===== src/rtl/uart_fifo_if.sv =====
// UART FIFO bundle: TX/RX word handshakes, serial lines and status pulses.
// master = user/line side, slave = uart_fifo.
interface uart_fifo_if #(
    parameter int DATA_BITS = 8
);
    logic [DATA_BITS-1:0] tx_data;
    logic                 tx_valid;
    logic                 tx_ready;
    logic [DATA_BITS-1:0] rx_data;
    logic                 rx_valid;
    logic                 rx_ready;
    logic                 uart_txd;
    logic                 uart_rxd;
    logic                 tx_busy;
    logic                 rx_frame_err;
    logic                 rx_overrun;
    logic                 rx_parity_err;

    modport master (
        output tx_data, tx_valid, rx_ready, uart_rxd,
        input  tx_ready, rx_data, rx_valid, uart_txd,
        input  tx_busy, rx_frame_err, rx_overrun, rx_parity_err
    );

    modport slave (
        input  tx_data, tx_valid, rx_ready, uart_rxd,
        output tx_ready, rx_data, rx_valid, uart_txd,
        output tx_busy, rx_frame_err, rx_overrun, rx_parity_err
    );
endinterface


===== src/rtl/uart_fifo.sv =====
// UART with TX and RX word FIFOs, 8N1-style framing, LSB first.
// Define UART_FIFO_PARITY_EN to add one even-parity bit per frame.
module uart_fifo #(
    parameter int CLK_HZ     = 50000000,
    parameter int BAUD       = 115200,
    parameter int DATA_BITS  = 8,
    parameter int FIFO_DEPTH = 16
) (
    input logic        clk,
    input logic        rst_n,
    uart_fifo_if.slave bus
);
    localparam int DIV = CLK_HZ / BAUD;
    localparam int CW  = $clog2(DIV + 1);
    localparam int AW  = $clog2(FIFO_DEPTH);
    localparam int BW  = $clog2(DATA_BITS);
    localparam logic [CW-1:0] DIV_M1   = CW'(DIV - 1);
    localparam logic [CW-1:0] HALF_M1  = CW'(DIV / 2 - 1);
    localparam logic [BW-1:0] LAST_BIT = BW'(DATA_BITS - 1);
    localparam logic [AW:0]   PTR_ONE  = (AW+1)'(1);
`ifdef UART_FIFO_PARITY_EN
    localparam bit PAR_EN = 1'b1;
`else
    localparam bit PAR_EN = 1'b0;
`endif

    typedef enum logic [2:0] {
        IDLE, START, DATA, PARITY, STOP
    } state_e;

    typedef logic [DATA_BITS-1:0] word_t;

    // ---------------- TX FIFO ----------------
    word_t         tx_mem_q [FIFO_DEPTH];
    word_t         tx_mem_d [FIFO_DEPTH];
    logic [AW:0]   tx_wr_q, tx_wr_d, tx_rd_q, tx_rd_d;
    logic          tx_empty, tx_full, tx_push, tx_pop;
    word_t         tx_head;

    assign tx_empty = (tx_wr_q == tx_rd_q);
    assign tx_full  = (tx_wr_q[AW] != tx_rd_q[AW]) &&
                      (tx_wr_q[AW-1:0] == tx_rd_q[AW-1:0]);
    assign tx_push  = bus.tx_valid && !tx_full;
    assign tx_head  = tx_mem_q[tx_rd_q[AW-1:0]];

    // TX FIFO pointer and storage update
    always_comb begin
        tx_mem_d = tx_mem_q;
        tx_wr_d  = tx_wr_q;
        tx_rd_d  = tx_rd_q;
        if (tx_push) begin
            tx_mem_d[tx_wr_q[AW-1:0]] = bus.tx_data;
            tx_wr_d = tx_wr_q + PTR_ONE;
        end
        if (tx_pop) tx_rd_d = tx_rd_q + PTR_ONE;
    end

    // ---------------- TX FSM ----------------
    state_e          tx_state_q, tx_state_d;
    logic [CW-1:0]   tx_cnt_q, tx_cnt_d;
    logic [BW-1:0]   tx_bit_q, tx_bit_d;
    word_t           tx_shift_q, tx_shift_d;
    logic            tx_par_q, tx_par_d;
    logic            txd_q, txd_d;
    logic            tx_cnt_end;

    assign tx_cnt_end = (tx_cnt_q == DIV_M1);

    // TX framing: pop a word, then start/data/parity/stop, DIV clocks each
    always_comb begin
        tx_state_d = tx_state_q;
        tx_cnt_d   = tx_cnt_q;
        tx_bit_d   = tx_bit_q;
        tx_shift_d = tx_shift_q;
        tx_par_d   = tx_par_q;
        txd_d      = txd_q;
        tx_pop     = 1'b0;
        unique case (tx_state_q)
            IDLE: begin
                if (!tx_empty) begin
                    tx_pop     = 1'b1;
                    tx_state_d = START;
                    tx_cnt_d   = '0;
                    tx_shift_d = tx_head;
                    tx_par_d   = ^tx_head;
                    txd_d      = 1'b0;
                end
            end
            START: begin
                if (tx_cnt_end) begin
                    tx_state_d = DATA;
                    tx_cnt_d   = '0;
                    tx_bit_d   = '0;
                    txd_d      = tx_shift_q[0];
                end else begin
                    tx_cnt_d = tx_cnt_q + CW'(1);
                end
            end
            DATA: begin
                if (tx_cnt_end) begin
                    tx_cnt_d = '0;
                    if (tx_bit_q == LAST_BIT) begin
                        tx_state_d = PAR_EN ? PARITY : STOP;
                        txd_d      = PAR_EN ? tx_par_q : 1'b1;
                    end else begin
                        tx_bit_d   = tx_bit_q + BW'(1);
                        tx_shift_d = tx_shift_q >> 1;
                        txd_d      = tx_shift_q[1];
                    end
                end else begin
                    tx_cnt_d = tx_cnt_q + CW'(1);
                end
            end
            PARITY: begin
                if (tx_cnt_end) begin
                    tx_state_d = STOP;
                    tx_cnt_d   = '0;
                    txd_d      = 1'b1;
                end else begin
                    tx_cnt_d = tx_cnt_q + CW'(1);
                end
            end
            STOP: begin
                if (tx_cnt_end) begin
                    tx_cnt_d = '0;
                    if (!tx_empty) begin
                        tx_pop     = 1'b1;
                        tx_state_d = START;
                        tx_shift_d = tx_head;
                        tx_par_d   = ^tx_head;
                        txd_d      = 1'b0;
                    end else begin
                        tx_state_d = IDLE;
                        txd_d      = 1'b1;
                    end
                end else begin
                    tx_cnt_d = tx_cnt_q + CW'(1);
                end
            end
            default: tx_state_d = IDLE;
        endcase
    end

    // ---------------- RX FIFO ----------------
    word_t         rx_mem_q [FIFO_DEPTH];
    word_t         rx_mem_d [FIFO_DEPTH];
    logic [AW:0]   rx_wr_q, rx_wr_d, rx_rd_q, rx_rd_d;
    logic          rx_empty, rx_full, rx_push, rx_pop;

    assign rx_empty = (rx_wr_q == rx_rd_q);
    assign rx_full  = (rx_wr_q[AW] != rx_rd_q[AW]) &&
                      (rx_wr_q[AW-1:0] == rx_rd_q[AW-1:0]);
    assign rx_pop   = bus.rx_ready && !rx_empty;

    // ---------------- RX synchroniser + FSM ----------------
    logic            rxd_s1_q, rxd_s2_q, rxd_prev_q;
    logic            rxd, rx_fall;
    state_e          rx_state_q, rx_state_d;
    logic [CW-1:0]   rx_cnt_q, rx_cnt_d;
    logic [BW-1:0]   rx_bit_q, rx_bit_d;
    word_t           rx_shift_q, rx_shift_d;
    logic            rx_armed_q, rx_armed_d;
    logic            rx_ferr_q, rx_ferr_d;
    logic            rx_ovr_q, rx_ovr_d;
    logic            rx_perr_q, rx_perr_d;
    logic            rx_cnt_end;

    assign rxd        = rxd_s2_q;
    assign rx_fall    = rxd_prev_q && !rxd_s2_q;
    assign rx_cnt_end = (rx_cnt_q == DIV_M1);

    // RX FIFO pointer and storage update; a full FIFO accepts a push
    // in the same cycle it is popped
    always_comb begin
        rx_mem_d = rx_mem_q;
        rx_wr_d  = rx_wr_q;
        rx_rd_d  = rx_rd_q;
        if (rx_push) begin
            rx_mem_d[rx_wr_q[AW-1:0]] = rx_shift_q;
            rx_wr_d = rx_wr_q + PTR_ONE;
        end
        if (rx_pop) rx_rd_d = rx_rd_q + PTR_ONE;
    end

    // RX framing: arm on a full idle bit, mid-bit sampling, stop checks
    always_comb begin
        rx_state_d = rx_state_q;
        rx_cnt_d   = rx_cnt_q;
        rx_bit_d   = rx_bit_q;
        rx_shift_d = rx_shift_q;
        rx_armed_d = rx_armed_q;
        rx_ferr_d  = 1'b0;
        rx_ovr_d   = 1'b0;
        rx_perr_d  = 1'b0;
        rx_push    = 1'b0;
        unique case (rx_state_q)
            IDLE: begin
                if (!rx_armed_q) begin
                    if (!rxd) begin
                        rx_cnt_d = '0;
                    end else if (rx_cnt_end) begin
                        rx_armed_d = 1'b1;
                        rx_cnt_d   = '0;
                    end else begin
                        rx_cnt_d = rx_cnt_q + CW'(1);
                    end
                end else if (rx_fall) begin
                    rx_state_d = START;
                    rx_cnt_d   = '0;
                end
            end
            START: begin
                if (rx_cnt_q == HALF_M1) begin
                    rx_cnt_d   = '0;
                    rx_bit_d   = '0;
                    rx_state_d = rxd ? IDLE : DATA;
                end else begin
                    rx_cnt_d = rx_cnt_q + CW'(1);
                end
            end
            DATA: begin
                if (rx_cnt_end) begin
                    rx_cnt_d   = '0;
                    rx_shift_d = {rxd, rx_shift_q[DATA_BITS-1:1]};
                    if (rx_bit_q == LAST_BIT) begin
                        rx_state_d = PAR_EN ? PARITY : STOP;
                    end else begin
                        rx_bit_d = rx_bit_q + BW'(1);
                    end
                end else begin
                    rx_cnt_d = rx_cnt_q + CW'(1);
                end
            end
            PARITY: begin
                if (rx_cnt_end) begin
                    rx_cnt_d   = '0;
                    rx_perr_d  = (rxd != ^rx_shift_q);
                    rx_state_d = STOP;
                end else begin
                    rx_cnt_d = rx_cnt_q + CW'(1);
                end
            end
            STOP: begin
                if (rx_cnt_end) begin
                    rx_cnt_d   = '0;
                    rx_state_d = IDLE;
                    if (!rxd) begin
                        rx_ferr_d = 1'b1;
                    end else if (!rx_full || rx_pop) begin
                        rx_push = 1'b1;
                    end else begin
                        rx_ovr_d = 1'b1;
                    end
                end else begin
                    rx_cnt_d = rx_cnt_q + CW'(1);
                end
            end
            default: rx_state_d = IDLE;
        endcase
    end

    // State registers for both directions
    always_ff @(posedge clk or negedge rst_n) begin
        if (!rst_n) begin
            for (int i = 0; i < FIFO_DEPTH; i++) begin
                tx_mem_q[i] <= '0;
                rx_mem_q[i] <= '0;
            end
            tx_wr_q    <= '0;
            tx_rd_q    <= '0;
            rx_wr_q    <= '0;
            rx_rd_q    <= '0;
            tx_state_q <= IDLE;
            tx_cnt_q   <= '0;
            tx_bit_q   <= '0;
            tx_shift_q <= '0;
            tx_par_q   <= 1'b0;
            txd_q      <= 1'b1;
            rxd_s1_q   <= 1'b1;
            rxd_s2_q   <= 1'b1;
            rxd_prev_q <= 1'b1;
            rx_state_q <= IDLE;
            rx_cnt_q   <= '0;
            rx_bit_q   <= '0;
            rx_shift_q <= '0;
            rx_armed_q <= 1'b0;
            rx_ferr_q  <= 1'b0;
            rx_ovr_q   <= 1'b0;
            rx_perr_q  <= 1'b0;
        end else begin
            tx_mem_q   <= tx_mem_d;
            rx_mem_q   <= rx_mem_d;
            tx_wr_q    <= tx_wr_d;
            tx_rd_q    <= tx_rd_d;
            rx_wr_q    <= rx_wr_d;
            rx_rd_q    <= rx_rd_d;
            tx_state_q <= tx_state_d;
            tx_cnt_q   <= tx_cnt_d;
            tx_bit_q   <= tx_bit_d;
            tx_shift_q <= tx_shift_d;
            tx_par_q   <= tx_par_d;
            txd_q      <= txd_d;
            rxd_s1_q   <= bus.uart_rxd;
            rxd_s2_q   <= rxd_s1_q;
            rxd_prev_q <= rxd_s2_q;
            rx_state_q <= rx_state_d;
            rx_cnt_q   <= rx_cnt_d;
            rx_bit_q   <= rx_bit_d;
            rx_shift_q <= rx_shift_d;
            rx_armed_q <= rx_armed_d;
            rx_ferr_q  <= rx_ferr_d;
            rx_ovr_q   <= rx_ovr_d;
            rx_perr_q  <= rx_perr_d;
        end
    end

    assign bus.tx_ready      = !tx_full;
    assign bus.tx_busy       = (tx_state_q != IDLE) || !tx_empty;
    assign bus.uart_txd      = txd_q;
    assign bus.rx_valid      = !rx_empty;
    assign bus.rx_data       = rx_empty ? '0 : rx_mem_q[rx_rd_q[AW-1:0]];
    assign bus.rx_frame_err  = rx_ferr_q;
    assign bus.rx_overrun    = rx_ovr_q;
    assign bus.rx_parity_err = PAR_EN ? rx_perr_q : 1'b0;

endmodule


===== src/flat_wrapper.sv =====
// flat-port wrapper written by rule: the top's interface ports become plain ports
module uart_fifo_flat 
#(
    parameter int CLK_HZ     = 50000000,
    parameter int BAUD       = 115200,
    parameter int DATA_BITS  = 8,
    parameter int FIFO_DEPTH = 16
)
  (clk, rst_n, bus_tx_data, bus_tx_valid, bus_rx_ready, bus_uart_rxd, bus_tx_ready, bus_rx_data, bus_rx_valid, bus_uart_txd, bus_tx_busy, bus_rx_frame_err, bus_rx_overrun, bus_rx_parity_err);
  uart_fifo_if #(.DATA_BITS(DATA_BITS)) bus_i ();
  input logic clk;
  input logic rst_n;
  input wire logic [$bits(bus_i.tx_data)-1:0] bus_tx_data;
  input wire logic [$bits(bus_i.tx_valid)-1:0] bus_tx_valid;
  input wire logic [$bits(bus_i.rx_ready)-1:0] bus_rx_ready;
  input wire logic [$bits(bus_i.uart_rxd)-1:0] bus_uart_rxd;
  output wire logic [$bits(bus_i.tx_ready)-1:0] bus_tx_ready;
  output wire logic [$bits(bus_i.rx_data)-1:0] bus_rx_data;
  output wire logic [$bits(bus_i.rx_valid)-1:0] bus_rx_valid;
  output wire logic [$bits(bus_i.uart_txd)-1:0] bus_uart_txd;
  output wire logic [$bits(bus_i.tx_busy)-1:0] bus_tx_busy;
  output wire logic [$bits(bus_i.rx_frame_err)-1:0] bus_rx_frame_err;
  output wire logic [$bits(bus_i.rx_overrun)-1:0] bus_rx_overrun;
  output wire logic [$bits(bus_i.rx_parity_err)-1:0] bus_rx_parity_err;
  assign bus_i.tx_data = bus_tx_data;
  assign bus_i.tx_valid = bus_tx_valid;
  assign bus_i.rx_ready = bus_rx_ready;
  assign bus_i.uart_rxd = bus_uart_rxd;
  assign bus_tx_ready = bus_i.tx_ready;
  assign bus_rx_data = bus_i.rx_data;
  assign bus_rx_valid = bus_i.rx_valid;
  assign bus_uart_txd = bus_i.uart_txd;
  assign bus_tx_busy = bus_i.tx_busy;
  assign bus_rx_frame_err = bus_i.rx_frame_err;
  assign bus_rx_overrun = bus_i.rx_overrun;
  assign bus_rx_parity_err = bus_i.rx_parity_err;
  uart_fifo #(.CLK_HZ(CLK_HZ), .BAUD(BAUD), .DATA_BITS(DATA_BITS), .FIFO_DEPTH(FIFO_DEPTH)) u_core (.clk(clk), .rst_n(rst_n), .bus(bus_i));
endmodule

===== config.mk =====
export PLATFORM = sky130hd
export DESIGN_NAME = uart_fifo_flat
export DESIGN_NICKNAME = d
export VERILOG_FILES = /design/src/rtl/uart_fifo_if.sv /design/src/rtl/uart_fifo.sv /design/src/flat_wrapper.sv
export SDC_FILE = /design/constraint.sdc
export NUM_CORES = 1
export LEC_CHECK = 0
export CORE_ASPECT_RATIO = 0.8
export CORE_MARGIN = 2
export CORE_UTILIZATION = 40
export DETAILED_ROUTE_END_ITERATION = 7
export HOLD_SLACK_MARGIN = 0.1
export PLACE_DENSITY = 0.54
export SLEW_MARGIN = 20
export SYNTH_ARGS = -nofsm -noshare
export SYNTH_HDL_FRONTEND = slang
export SYNTH_SLANG_ARGS = --single-unit

===== constraint.sdc =====
create_clock -name clk -period 4.77 [get_ports clk]
set_clock_uncertainty 0.2 [all_clocks]
set_input_delay 1.431 -clock clk [delete_from_list [all_inputs] [get_ports clk]]
set_output_delay 1.431 -clock clk [all_outputs]
set_load 0.05 [all_outputs]

======== After elaboration in Yosys (flattened, before gate mapping) ========
Cells that the tools add are included.
operators by class
  add/subtract/negate cells ............... 8
  order comparisons ....................... 6
  eq/ne operators ......................... 35
  muxes and demuxes ....................... 77
  bitwise gates (word level) .............. 4
  reductions and logical operators ........ 34
operators by type and width
  kind                                                                           number
  128-bit bitwise mux                                                            2
  8-bit 2-to-1 mux                                                               11
  8-bit binary-select mux with 4-bit select                                      2
  8-bit demux with 4-bit select                                                  2
  9-bit 2-to-1 mux                                                               7
  3-bit 2-to-1 mux                                                               19
  3-bit one-hot mux with 5 select lines                                          2
  9-bit one-hot mux with 3 select lines                                          1
  1-bit 2-to-1 mux                                                               24
  2-bit by 1-bit inequality test with 1-bit output (second input constant)       12
  8-bit one-hot mux with 3 select lines                                          1
  5-bit by 1-bit adder with 5-bit output (second input constant)                 4
  5-bit >= comparator (second input constant)                                    4
  4-bit NOT with 5-bit output                                                    4
  9-bit by 1-bit adder with 9-bit output (second input constant)                 2
  9-bit == test (second input constant)                                          2
  9-bit one-hot mux with 2 select lines                                          1
  3-bit by 2-bit == test with 1-bit output (second input constant)               4
  3-bit == test (second input constant)                                          4
  3-bit one-hot mux with 2 select lines                                          2
  4-bit AND reduction                                                            3
  6-bit AND reduction                                                            2
  5-bit == test                                                                  2
  5-bit by 1-bit less-than comparator with 1-bit output (second input constant)  2
  21 further kinds                                                               45
storage, ports and cells
  register bits after elaboration ......... 329
  input bits .............................. 13

======== Logic depth before layout (Yosys ltp) ========
Gate-level depths: netlist (run 1).
  depth in word-level cells ............... 8
  gate-level depth with buffers ........... 9
  gate-level depth less buffers ........... 7

======== Worst setup path after synthesis (run 1) ========
OpenSTA, ideal clock, no wires.
  path kind ............................... reg-to-output
  start ................................... reg u_core.rx_rd_q[1]
  end ..................................... out bus_rx_data[0]
  data arrival time ....................... 2.206 ns
  required time ........................... 3.139 ns
  setup slack ............................. 0.933 ns
  cell stages (with the launch flop) ...... 8
  buffers on the path ..................... 2
  cell sequence ........................... dfrtp_1 > clkbuf_1 > xor2_1 > nor4_2 > and2_1 > inv_1 > clkbuf_1 > and2_1
on the way
  cells in the longest elaborated chain, start to end .. 5
  elaborated cells between the ends (all ways) .. 6
  those cells by class .................... eq/ne: 1; mux: 4; bitwise: 1
RTL lines
  item                                                 line                text
  from (decl)                                          uart_fifo.sv:147    logic [AW:0] rx_wr_q, rx_wr_d, rx_rd_q, rx_rd_d;
  from (signal assigned)                               uart_fifo.sv:296    rx_rd_q <= rx_rd_d;
  4-bit NOT with 5-bit output (not written as such)    uart_fifo.sv:321    assign bus.rx_data = rx_empty ? '0 : rx_mem_q[rx_rd_q[AW-1:0]];
  8-bit binary-select mux with 4-bit select            uart_fifo.sv:321
  8-bit 2-to-1 mux (not written as such) (2 in a row)  uart_fifo.sv:321
  8-bit 2-to-1 mux *                                   uart_fifo.sv:321
  to (decl)                                            flat_wrapper.sv:18  output wire logic [$bits(bus_i.rx_data)-1:0] bus_rx_data;
Every way passes the cells marked *; elsewhere a longest branch is shown, timed or not. The select of a mux whose other input is x is not followed.

======== Final worst setup path (run 1) ========
  start ................................... reg u_core.rx_rd_q[0]
  end ..................................... out bus_rx_data[2]
Same word-level chain as after synthesis.

==> impl_metrics.py, run 1 <==
metrics = {
    "logic_synthesis": {
        "yosys_most_used_dff": "sky130_fd_sc_hd__dfrtp_1",
        "ys_types": 85,
        "synth_edf_count": 0,
        "syn-instance-count": 1126,
        "asyncSetResetFlopFracSynth_pct": 100,
        "ys.warnings.count": 0,
        "synth.ff_latch_count": 329,
        "ys_seq_area_share_pct": 51.5,
        "syn_avg_cell_area_um2": 14.2,
        "mappedNetlistArea_mm2": 0.0160,
        "syn_nets": 1158,
    },
    "clock_tree": {
        "cts-root-to-sink-buffers": 3,
        "cts_root_buffer": "sky130_fd_sc_hd__clkbuf_16",
        "cts_buffers": 38,
        "post-cts-setup-buffer-count": 0,
        "cts.repair.resized": 0,
        "clkSinkCount": 329,
        "cts_max_level": 2,
        "cts_tree": "done",
        "clk_pin_slew_ps": 50,
        "cts-hold-fix-buffers": 0,
        "clkLatencyLatePin_ps": 540,
    },
    "grt": {
        "grt_max_degree": 100,
        "grt_overflow_total": 0,
        "global_route_wire_length_before_repair_um": 58200,
        "groute.usage.overall_pct": 18.0,
        "antenna_found_initial": 0,
        "grt_pass1_vias": 9824,
    },
    "setup_path": {
        "worstPathRequired_ps": 3140,
        "cp_num_buf_inv": 3,
        "timing.setup.critical_path_class": "flip-flop to primary output",
        "timing.rr.start": "u_core.tx_wr_q[2]",
        "critical-path-top-delay-family": "simple AND/OR/NAND/NOR gates",
        "crit_path_top_delay_cell": "sky130_fd_sc_hd__nor4_2",
        "worst_path_most_repeated_cell": "sky130_fd_sc_hd__and2_1",
        "critical-path-max-stage-delay_ps": 440,
        "startpoint_type": "flip-flop",
        "reg2reg_depth": 6,
        "worstPathArrival_ps": 2680,
        "crit_chain": "buf_12 > xor2_1 > nor4_2 > and2_1 > inv_1 > and2_1 > buf_4",
        "setup.reg_to_reg.worst_slack_ps": 1470,
        "worstSetupEndpointType": "primary output",
        "cp_max_fo": 36,
        "rr_endpoint": "u_core.tx_mem_q[7]",
    },
    "power": {
        "worst_ir_drop_vdd_v": 0.000323,
        "power-per-cell-area_mw_per_mm2": 457,
        "leakagePower_nw": 8.17,
        "finalPower_mw": 8.16,
    },
    "final_layout": {
        "stdcell_count": 1692,
        "final_common_cell": "sky130_fd_sc_hd__dfrtp_1",
        "insertedDiodeCount": 0,
        "filler_cell_count": 3542,
        "fin_nets": 1164,
        "synthToLayoutAreaGrowth_pct": 11.8,
        "layout.cells.most_common_list": "323 x sky130_fd_sc_hd__dfrtp_1, 148 x sky130_fd_sc_hd__mux2_2, 120 x sky130_fd_sc_hd__mux2_1, 74 x sky130_fd_sc_hd__mux4_2, 39 x sky130_fd_sc_hd__clkbuf_16",
        "layout-drive-gt1-share_pct": 31.5,
    },
    "timing": {
        "setup_total_negative_slack_ps": 0,
        "finalSetupViolations": 0,
        "maxSlewHeadroom_pct": 36.9,
        "max_clock_freq_mhz": 232,
        "final_hold_viol_count": 0,
        "timing.final.ws_setup_ps": 459,
        "final_min_period_over_clock_period_pct": 90.4,
        "slew_at_the_pin_with_the_worst_max_slew_slack_ps": 942,
        "grt_setup_unrepaired": "false",
        "slew_viol_final": 0,
        "fin_crit_ps": 4310,
    },
    "route": {
        "firstDrtPassIters": 4,
        "initial_detailed_routing_violation_count": 540,
        "route.detailed.wl_per_inst_um": 20.9,
        "routed_wl_um": 35400,
        "ant_nets": 0,
        "drcViolationCount": 0,
        "drt-vias-per-instance": 5.53,
        "route.vias.total": 9349,
    },
    "floorplan": {
        "die_h_um": 183,
        "die_outline_width_um": 228,
        "placeable_core_region_mm2": 0.0394,
        "fp.dieArea_mm2": 0.0416,
        "io_pins": 28,
        "placement_row_count": 65,
        "floorplan.initialDensity_pct": 40.6,
    },
    "placed_design": {
        "pre_cts_slack_ps": 737,
        "dp_cells": 1628,
        "detailedPlacementHpwl_um": 22500,
        "portBuffers": 26,
        "place_congestion": 0.791,
    },
    "worst_hold_path": {
        "whs_path_depth": 0,
        "worst_min_delay_path_category": "flip-flop to flip-flop",
        "end_of_the_worst_hold_path": "u_core.rxd",
        "hold_path_startpoint": "u_core.rxd_s1_q",
    },
    "job": {
        "cap_violations": 0,
    },
    "outcome": {
        "status": "completed",
    },
}
through the flow:
stage | hold WS (ps) | utilization, % | area [um^2]
after floorplan | 145 | - | 16000
after global placement | 152 | 42.3 | 16700
after detailed placement | 148 | 42.3 | 16700
after CTS | 158 | 45.3 | 17900
after global routing | 163 | 45.3 | 17900
final | 156 | 45.3 | 17900
cells by family after synthesis:
kind of cell               Yosys count  synth area share (%)
DFF                                329                  51.5
other                                1                0.0234
AOI/OAI and AO/OA                  110                  5.03
muxes                              344                  29.4
buffers and inverters               99                  3.26
and+or+nand+nor                    192                  7.49
xor gates and xnor gates            31                  1.74
adders and majority gates           20                  1.55
flip-flops by register name, indices dropped and copies added (netlist names):
name	count
u_core.bus.uart_txd	1
u_core.rx_armed_q	1
u_core.tx_rd_q	5
u_core.rxd	1
u_core.bus.rx_overrun	1
u_core.rx_bit_q	3
u_core.tx_wr_q	5
u_core.rx_shift_q	8
u_core.tx_shift_q	8
u_core.rxd_prev_q	1
u_core.tx_mem_q	128
u_core.tx_state_q	3
u_core.rx_rd_q	5
u_core.bus.rx_frame_err	1
u_core.rx_mem_q	128
u_core.rx_state_q	3
u_core.rxd_s1_q	1
u_core.tx_cnt_q	9
u_core.rx_cnt_q	9
u_core.rx_wr_q	5
u_core.tx_bit_q	3
layer usage:
layer / up-vias / part of all wire [%] / global-route usage (%) / wire, um
met3: 47 / 3.4 / 2.90 / 1210
met4: 0 / 1.8 / 4.13 / 631
met1: 4970 / 51 / 28.2 / 18100
li1: 4212 / - / - / -
met5: - / 0 / 0 / 0
met2: 120 / 44 / 26.2 / 15500
how the worst max path moves through the flow:
stage / cells after the start / startpoint / to
after CTS: 7 / u_core.rx_rd_q[0] / bus_rx_data[2]
after detailed placement: 6 / bus_rx_ready / u_core.rx_mem_q[112]
final: 7 / u_core.rx_rd_q[0] / bus_rx_data[2]
after global routing: 7 / u_core.rx_rd_q[0] / bus_rx_data[2]
after floorplan: 7 / u_core.rx_rd_q[1] / bus_rx_data[0]
after global placement: 6 / bus_rx_ready / u_core.rx_mem_q[114]
cells in the mapped netlist, types with 3 or more instances:
cell type / count / area [um^2]
sky130_fd_sc_hd__a21o_1: 3 / 22.5
sky130_fd_sc_hd__a21oi_1: 23 / 115
sky130_fd_sc_hd__a21oi_2: 7 / 61.3
sky130_fd_sc_hd__a22o_1: 3 / 26.3
sky130_fd_sc_hd__a22oi_1: 15 / 113
sky130_fd_sc_hd__and2_1: 13 / 81.3
sky130_fd_sc_hd__and3_1: 21 / 131
sky130_fd_sc_hd__buf_1: 9 / 33.8
sky130_fd_sc_hd__buf_2: 15 / 75.1
sky130_fd_sc_hd__buf_4: 17 / 128
sky130_fd_sc_hd__buf_6: 6 / 67.6
sky130_fd_sc_hd__clkbuf_1: 31 / 116
sky130_fd_sc_hd__dfrtp_1: 325 / 8130
sky130_fd_sc_hd__dfstp_2: 4 / 105
sky130_fd_sc_hd__ha_1: 19 / 238
sky130_fd_sc_hd__inv_1: 16 / 60.1
sky130_fd_sc_hd__mux2_1: 120 / 1350
sky130_fd_sc_hd__mux2_2: 148 / 1670
sky130_fd_sc_hd__mux4_2: 74 / 1670
sky130_fd_sc_hd__nand2_1: 33 / 124
sky130_fd_sc_hd__nand3_1: 11 / 55.1
sky130_fd_sc_hd__nand3_2: 6 / 60.1
sky130_fd_sc_hd__nand4_1: 12 / 75.1
sky130_fd_sc_hd__nand4_2: 3 / 37.5
sky130_fd_sc_hd__nand4b_1: 3 / 26.3
sky130_fd_sc_hd__nand4b_2: 4 / 60.1
sky130_fd_sc_hd__nor2_1: 22 / 82.6
sky130_fd_sc_hd__nor2b_1: 13 / 81.3
sky130_fd_sc_hd__nor3_1: 16 / 80.1
sky130_fd_sc_hd__nor3b_1: 4 / 30.0
sky130_fd_sc_hd__nor4_1: 3 / 18.8
sky130_fd_sc_hd__o21ai_0: 21 / 105
sky130_fd_sc_hd__o2bb2ai_1: 6 / 52.6
sky130_fd_sc_hd__o31ai_1: 3 / 22.5
sky130_fd_sc_hd__or2_2: 3 / 18.8
sky130_fd_sc_hd__or3_1: 5 / 31.3
sky130_fd_sc_hd__xnor2_1: 13 / 114
sky130_fd_sc_hd__xor2_1: 17 / 149
power by group:
| group | internal, mW | switching, mW | leakage [nW] |
|---|---|---|---|
| combinational | 0.911 | 0.672 | 3.23 |
| clock | 1.68 | 1.17 | 0.599 |
| sequential | 3.37 | 0.359 | 4.34 |
cell type report:
cell class                 count  area (um^2)  area share, %
inverter                      17         63.8          0.357
multi-input combinational    698         7240           40.5
tap                          536          671           3.75
clock inverter                13          140          0.784
clock buffer                  51         1060           5.93
sequential                   329         8240           46.1
timing repair buffer          48          465           2.60
(Power assumes the default switching activity.)
==> inputs of run 2 (changes only) <==
--- a/config.mk
+++ b/config.mk
@@ -9,7 +9,9 @@
 export CORE_MARGIN = 2
 export CORE_UTILIZATION = 40
 export DETAILED_ROUTE_END_ITERATION = 7
+export GPL_TIMING_DRIVEN = 0
 export HOLD_SLACK_MARGIN = 0.1
+export MAX_ROUTING_LAYER = met4
 export PLACE_DENSITY = 0.54
 export SLEW_MARGIN = 20
 export SYNTH_ARGS = -nofsm -noshare
==> run 2 against run 1 <==
Effect of this change:
- fmax fell by 7.5%
- die area did not move
- setup slack got worse by 350 ps
- highest routed layer unchanged
- register-to-register slack improved by 200 ps
- final area rose by 2.5%
- non-clock buffer count rose by 61
- core utilization rose by 1.1 points
- wire length rose by 0.84%
- clock power rose by 5%
- flip-flop and latch count did not move
- first-iteration DRC count fell by 0.74%
- worst hold slack barely moved
==> impl_metrics.py, run 2 (synthesis gave the netlist of run 1 again) <==
metrics = {
    "setup_path": {
        "worstPathRequired_ps": 3140,
        "reg2reg_depth": 7,
        "worstSetupEndpointType": "primary output",
        "timing.rr.start": "u_core.tx_rd_q[0]",
        "timing.setup.critical_path_class": "flip-flop to primary output",
        "startpoint_type": "flip-flop",
        "rr_endpoint": "u_core.tx_mem_q[1]",
        "setup.reg_to_reg.worst_slack_ps": 1670,
        "cp_max_fo": 10,
        "worstPathArrival_ps": 3030,
    },
    "route": {
        "dr_wl_met2_um": 14700,
        "met1_length_um": 19300,
        "ant_nets": 0,
        "drt-vias-per-instance": 5.40,
        "route.detailed.wl_per_inst_um": 20.3,
        "drcViolationCount": 0,
        "wl_met3_um": 1220,
        "initial_detailed_routing_violation_count": 536,
        "routed_wl_um": 35700,
        "route.vias.total": 9481,
        "highest_layer": "met4",
        "firstDrtPassIters": 5,
    },
    "power": {
        "power.share.switching_pct": 26.9,
        "pwr-share-seq_pct": 44.2,
        "internal-power_mw": 6.10,
        "power.net_switching_mw": 2.25,
        "clock_power_share_pct": 35.9,
        "worst_ir_drop_vdd_v": 0.000284,
        "power-per-cell-area_mw_per_mm2": 455,
        "comb_power_share_pct": 19.8,
        "leakagePower_nw": 8.43,
    },
    "timing": {
        "final_hold_viol_count": 0,
        "slew_at_the_pin_with_the_worst_max_slew_slack_ps": 892,
        "slew_viol_final": 0,
        "grt_setup_unrepaired": "false",
        "fin_crit_ps": 4660,
        "worst_hold_slack_ps": 156,
        "maxSlewHeadroom_pct": 40.0,
        "max_clock_freq_mhz": 215,
        "final_min_period_over_clock_period_pct": 97.7,
        "finalSetupViolations": 0,
    },
    "clock_tree": {
        "cts_buffers": 37,
        "clk_pin_slew_ps": 60,
        "cts-hold-fix-buffers": 0,
        "cts_max_level": 2,
        "clkSinkCount": 329,
        "cts-root-to-sink-buffers": 3,
        "cts_tree": "done",
        "clkLatencyLatePin_ps": 530,
        "cts_root_buffer": "sky130_fd_sc_hd__clkbuf_16",
    },
    "grt": {
        "global_route_wire_length_before_repair_um": 58100,
        "grt_pass1_vias": 9727,
        "grt_max_degree": 98,
        "antenna_found_initial": 0,
        "grt_overflow_total": 0,
        "groute.usage.overall_pct": 18.6,
    },
    "job": {
        "cap_violations": 0,
    },
    "floorplan": {
        "fp.dieArea_mm2": 0.0416,
        "floorplan.initialDensity_pct": 40.6,
        "io_pins": 28,
        "die_outline_width_um": 228,
        "placeable_core_region_mm2": 0.0394,
        "placement_row_count": 65,
        "die_h_um": 183,
    },
    "final_layout": {
        "synthToLayoutAreaGrowth_pct": 14.6,
        "biggest_registers_after_layout": "u_core.rx_mem_q x128, u_core.tx_mem_q x128",
        "fin_nets": 1224,
        "insertedDiodeCount": 0,
        "final_common_cell": "sky130_fd_sc_hd__dfrtp_1",
        "final_core_util_pct": 46.5,
        "filler_cell_count": 3522,
        "layout-drive-gt1-share_pct": 31.6,
        "layout.cells.most_common_list": "325 x sky130_fd_sc_hd__dfrtp_1, 148 x sky130_fd_sc_hd__mux2_2, 120 x sky130_fd_sc_hd__mux2_1, 74 x sky130_fd_sc_hd__mux4_2, 37 x sky130_fd_sc_hd__clkbuf_16",
    },
    "outcome": {
        "status": "completed",
    },
    "worst_hold_path": {
        "hold_path_startpoint": "u_core.rxd_s1_q",
        "worst_min_delay_path_category": "flip-flop to flip-flop",
        "end_of_the_worst_hold_path": "u_core.rxd",
        "whs_path_depth": 0,
    },
    "placed_design": {
        "detailedPlacementHpwl_um": 24000,
        "place_congestion": 0.809,
        "portBuffers": 26,
    },
}
-- run 2: critical path, cell delays in order (launching register included) --
cell,delay (ps)
sky130_fd_sc_hd__dfrtp_1,610
sky130_fd_sc_hd__buf_2,450
sky130_fd_sc_hd__mux4_2,380
sky130_fd_sc_hd__mux4_2,480
sky130_fd_sc_hd__and2_1,170
sky130_fd_sc_hd__dlygate4sd2_1,410
-- run 2: final cells by class --
type | instances | area (um^2) | share of cell area [%]
Buffer | 79 | 472 | 2.57
Clock buffer | 51 | 1070 | 5.83
Clock inverter | 16 | 219 | 1.19
Inverter | 17 | 63.8 | 0.348
Multi-Input combinational cell | 698 | 7260 | 39.6
Sequential cell | 329 | 8240 | 44.9
Tap cell | 536 | 671 | 3.66
Timing Repair Buffer | 30 | 344 | 1.88
-- run 2: how the worst max path moves through the flow --
stage	endpoint	cells past startpoint	slack (ps)	start
finish	bus_rx_data[5]	5	110	u_core.rx_rd_q[1]
global route	bus_rx_data[7]	6	5	u_core.rx_rd_q[0]
CTS	bus_rx_data[3]	6	20	u_core.rx_rd_q[0]
detailed placement	bus_rx_data[5]	6	-140	u_core.rx_rd_q[1]
global placement	u_core.tx_mem_q[76]	1	-13020	rst_n
floorplan	bus_rx_data[0]	7	930	u_core.rx_rd_q[1]
-- run 2: power by group through the flow --
| stage | combinational, mW | sequential, mW | clock (mW) |
|---|---|---|---|
| detailed placement | 1.66 | 3.73 | 0 |
| finish | 1.65 | 3.69 | 3.00 |
| CTS | 1.67 | 3.68 | 3.09 |
| global route | 1.80 | 3.76 | 3.23 |
| floorplan | 1.29 | 3.62 | 0 |
| global placement | 1.61 | 3.73 | 0 |
-- run 2: repair_timing --
item / in CTS / in global routing
gates resized for setup: 19 / 4
pin swaps: 1 / 0
endpoints found under the hold margin: 0 / 0
endpoints found under the setup margin: 10 / 9
setup buffers: 1 / 0
-- run 2: layer usage --
layer / global-route usage [%] / vias up
met5: - / -
met4: 3.90 / 0
met3: 2.92 / 44
met2: 24.5 / 117
met1: 29.7 / 5000
li1: - / 4320
-- run 2: stage by stage --
stage / worst slack [ps] / instances / area [um^2] / setup TNS (ps) / total power, mW
5_1_grt: 4.88 / 1756 / 18300 / 0 / 8.79
3_5_place_dp: -137 / 1691 / 17000 / -952 / 5.39
3_3_place_gp: -13020 / 1688 / 16900 / -4247860 / 5.34
4_1_cts: 20.8 / 1757 / 18300 / 0 / 8.44
6_report: 109 / 1756 / 18300 / 0 / 8.34
2_1_floorplan: 933 / 1126 / 16000 / 0 / 4.91
==> inputs of run 3 (changes only) <==
--- a/config.mk
+++ b/config.mk
@@ -13,6 +13,7 @@
 export HOLD_SLACK_MARGIN = 0.1
 export MAX_ROUTING_LAYER = met4
 export PLACE_DENSITY = 0.54
+export SKIP_CTS_REPAIR_TIMING = 1
 export SLEW_MARGIN = 20
 export SYNTH_ARGS = -nofsm -noshare
 export SYNTH_HDL_FRONTEND = slang
==> run 3 against run 2 <==
Effect of this change:
- combinational power hardly changed
- largest cell class unchanged
- final area is 0.32% higher
- critical path depth is 1 higher
- first-iteration DRC count is 17% higher
- cell count is 0.23% higher
- worst hold slack hardly changed
- via count hardly changed
- flip-flop and latch count stayed put
==> impl_metrics.py, run 3 (synthesis gave the netlist of run 1 again) <==
metrics = {
    "timing": {
        "final_hold_viol_count": 0,
        "slew_viol_final": 0,
        "slew_at_the_pin_with_the_worst_max_slew_slack_ps": 900,
        "maxSlewHeadroom_pct": 39.5,
        "setup_total_negative_slack_ps": 0,
        "final_min_period_over_clock_period_pct": 95.9,
        "grt_setup_unrepaired": "false",
        "finalSetupViolations": 0,
        "max_clock_freq_mhz": 219,
        "fin_crit_ps": 4570,
    },
    "placed_design": {
        "postPlaceCellArea_mm2": 0.0170,
        "place_congestion": 0.809,
        "detailedPlacementHpwl_um": 24000,
        "portBuffers": 26,
    },
    "outcome": {
        "status": "completed",
    },
    "final_layout": {
        "layout.cell_area.non_filler_mm2": 0.0184,
        "layout-drive-gt1-share_pct": 31.8,
        "biggest_registers_after_layout": "u_core.rx_mem_q x128, u_core.tx_mem_q x128",
        "fin_nets": 1228,
        "layout.cells.most_common_list": "325 x sky130_fd_sc_hd__dfrtp_1, 148 x sky130_fd_sc_hd__mux2_2, 120 x sky130_fd_sc_hd__mux2_1, 74 x sky130_fd_sc_hd__mux4_2, 37 x sky130_fd_sc_hd__clkbuf_16",
        "insertedDiodeCount": 0,
        "synthToLayoutAreaGrowth_pct": 15.0,
        "final_common_cell": "sky130_fd_sc_hd__dfrtp_1",
        "filler_cell_count": 3516,
        "regArea_mm2": 0.00824,
        "area_of_the_multi_input_gates_mm2": 0.00726,
    },
    "job": {
        "cap_violations": 0,
    },
    "setup_path": {
        "crit_path_top_delay_cell": "sky130_fd_sc_hd__mux4_2",
        "critical-path-max-stage-delay_ps": 550,
        "cp_max_fo": 10,
        "worstSetupEndpointType": "primary output",
        "timing.setup.critical_path_class": "flip-flop to primary output",
        "worstPathArrival_ps": 2940,
        "worst_path_most_repeated_cell": "sky130_fd_sc_hd__mux4_2",
        "cp_num_buf_inv": 3,
        "worstPathRequired_ps": 3140,
        "critical-path-top-delay-family": "multiplexers",
        "crit_chain": "buf_2 > buf_6 > mux4_2 > mux4_2 > and2_1 > dlymetal6s2s_1",
        "startpoint_type": "flip-flop",
    },
    "floorplan": {
        "placeable_core_region_mm2": 0.0394,
        "placement_row_count": 65,
        "die_h_um": 183,
        "floorplan.initialDensity_pct": 40.6,
        "io_pins": 28,
        "fp.dieArea_mm2": 0.0416,
        "die_outline_width_um": 228,
    },
    "clock_tree": {
        "cts_tree": "done",
        "clk_pin_slew_ps": 60,
        "clkSinkCount": 329,
        "cts_root_buffer": "sky130_fd_sc_hd__clkbuf_16",
        "cts_buffers": 37,
        "clkLatencyLatePin_ps": 530,
        "cts-root-to-sink-buffers": 3,
        "cts_max_level": 2,
    },
    "worst_hold_path": {
        "worst_min_delay_path_category": "flip-flop to flip-flop",
    },
    "grt": {
        "global_route_wire_length_before_repair_um": 58000,
        "grt_overflow_total": 0,
        "groute.usage.overall_pct": 18.5,
        "grt_pass1_vias": 9703,
        "antenna_found_initial": 0,
        "grt_max_degree": 98,
    },
    "route": {
        "route.detailed.wl_per_inst_um": 20.3,
        "routed_wl_um": 35700,
        "route.vias.total": 9488,
        "firstDrtPassIters": 4,
        "initial_detailed_routing_violation_count": 627,
        "drt-vias-per-instance": 5.39,
        "ant_nets": 0,
        "drcViolationCount": 0,
    },
    "power": {
        "worst_ir_drop_vdd_v": 0.000284,
        "power-per-cell-area_mw_per_mm2": 455,
        "leakagePower_nw": 8.57,
    },
}
## run 3: cell count changes in the layout (fill, tap and decap cells not counted), sizes merged
| cell | before | now |
|---|---|---|
| buf | 53 | 55 |
| clkbuf | 82 | 84 |
| dlygate4sd2 | 9 | 0 |
| dlymetal6s2s | 0 | 9 |
## run 3: through the flow
stage | total power [mW] | setup slack [ps] | utilization [%] | cells | hold WS (ps)
after global placement | 5.34 | -13020 | 42.9 | 1688 | 151
final | 8.36 | 196 | 46.6 | 1760 | 156
after global routing | 8.80 | 45.1 | 46.6 | 1760 | 163
after detailed placement | 5.39 | -137 | 43.1 | 1691 | 148
after floorplan | 4.91 | 933 | - | 1126 | 145
after CTS | 8.44 | -706 | 46.4 | 1758 | 158
## run 3: per-layer routing
layer	track usage, %	vias to the layer above	routed length, um
met5	-	-	0
met4	3.90	0	477
met3	2.88	41	1180
met2	24.5	120	14800
met1	29.7	4993	19300
li1	-	4334	-
## run 3: area by class of cell
cell class,instances,share of cell area [%]
flip-flops and latches,329,44.8
multi-input cells,698,39.5
clock buffers,51,5.81
well taps,536,3.65
plain buffers,80,2.58
repair buffers,33,2.18
clock inverters,16,1.19
inverters,17,0.347
## run 3: path summary, 6_finish.rpt
path | from | to | slack (ps) | cells past startpoint
max | u_core.rx_rd_q[0] | bus_rx_data[4] | 200 | 6
min | u_core.rxd_s1_q | u_core.rxd | 160 | 0
max reg2reg | u_core.tx_rd_q[0] | u_core.tx_mem_q[1] | 1600 | 8
min reg2reg | u_core.rxd_s1_q | u_core.rxd | 160 | 0
max in group asynchronous | rst_n | u_core.tx_mem_q[103] | 2420 | 3
min in group asynchronous | rst_n | u_core.rx_mem_q[127] | 640 | 1
## run 3: report_power, final
part | total, mW | leakage (nW) | internal (mW) | switching [mW]
clock | 3.00 | 0.630 | 1.80 | 1.20
sequential | 3.69 | 4.34 | 3.37 | 0.318
combinational | 1.66 | 3.60 | 0.934 | 0.730
total | 8.36 | 8.57 | 6.11 | 2.25
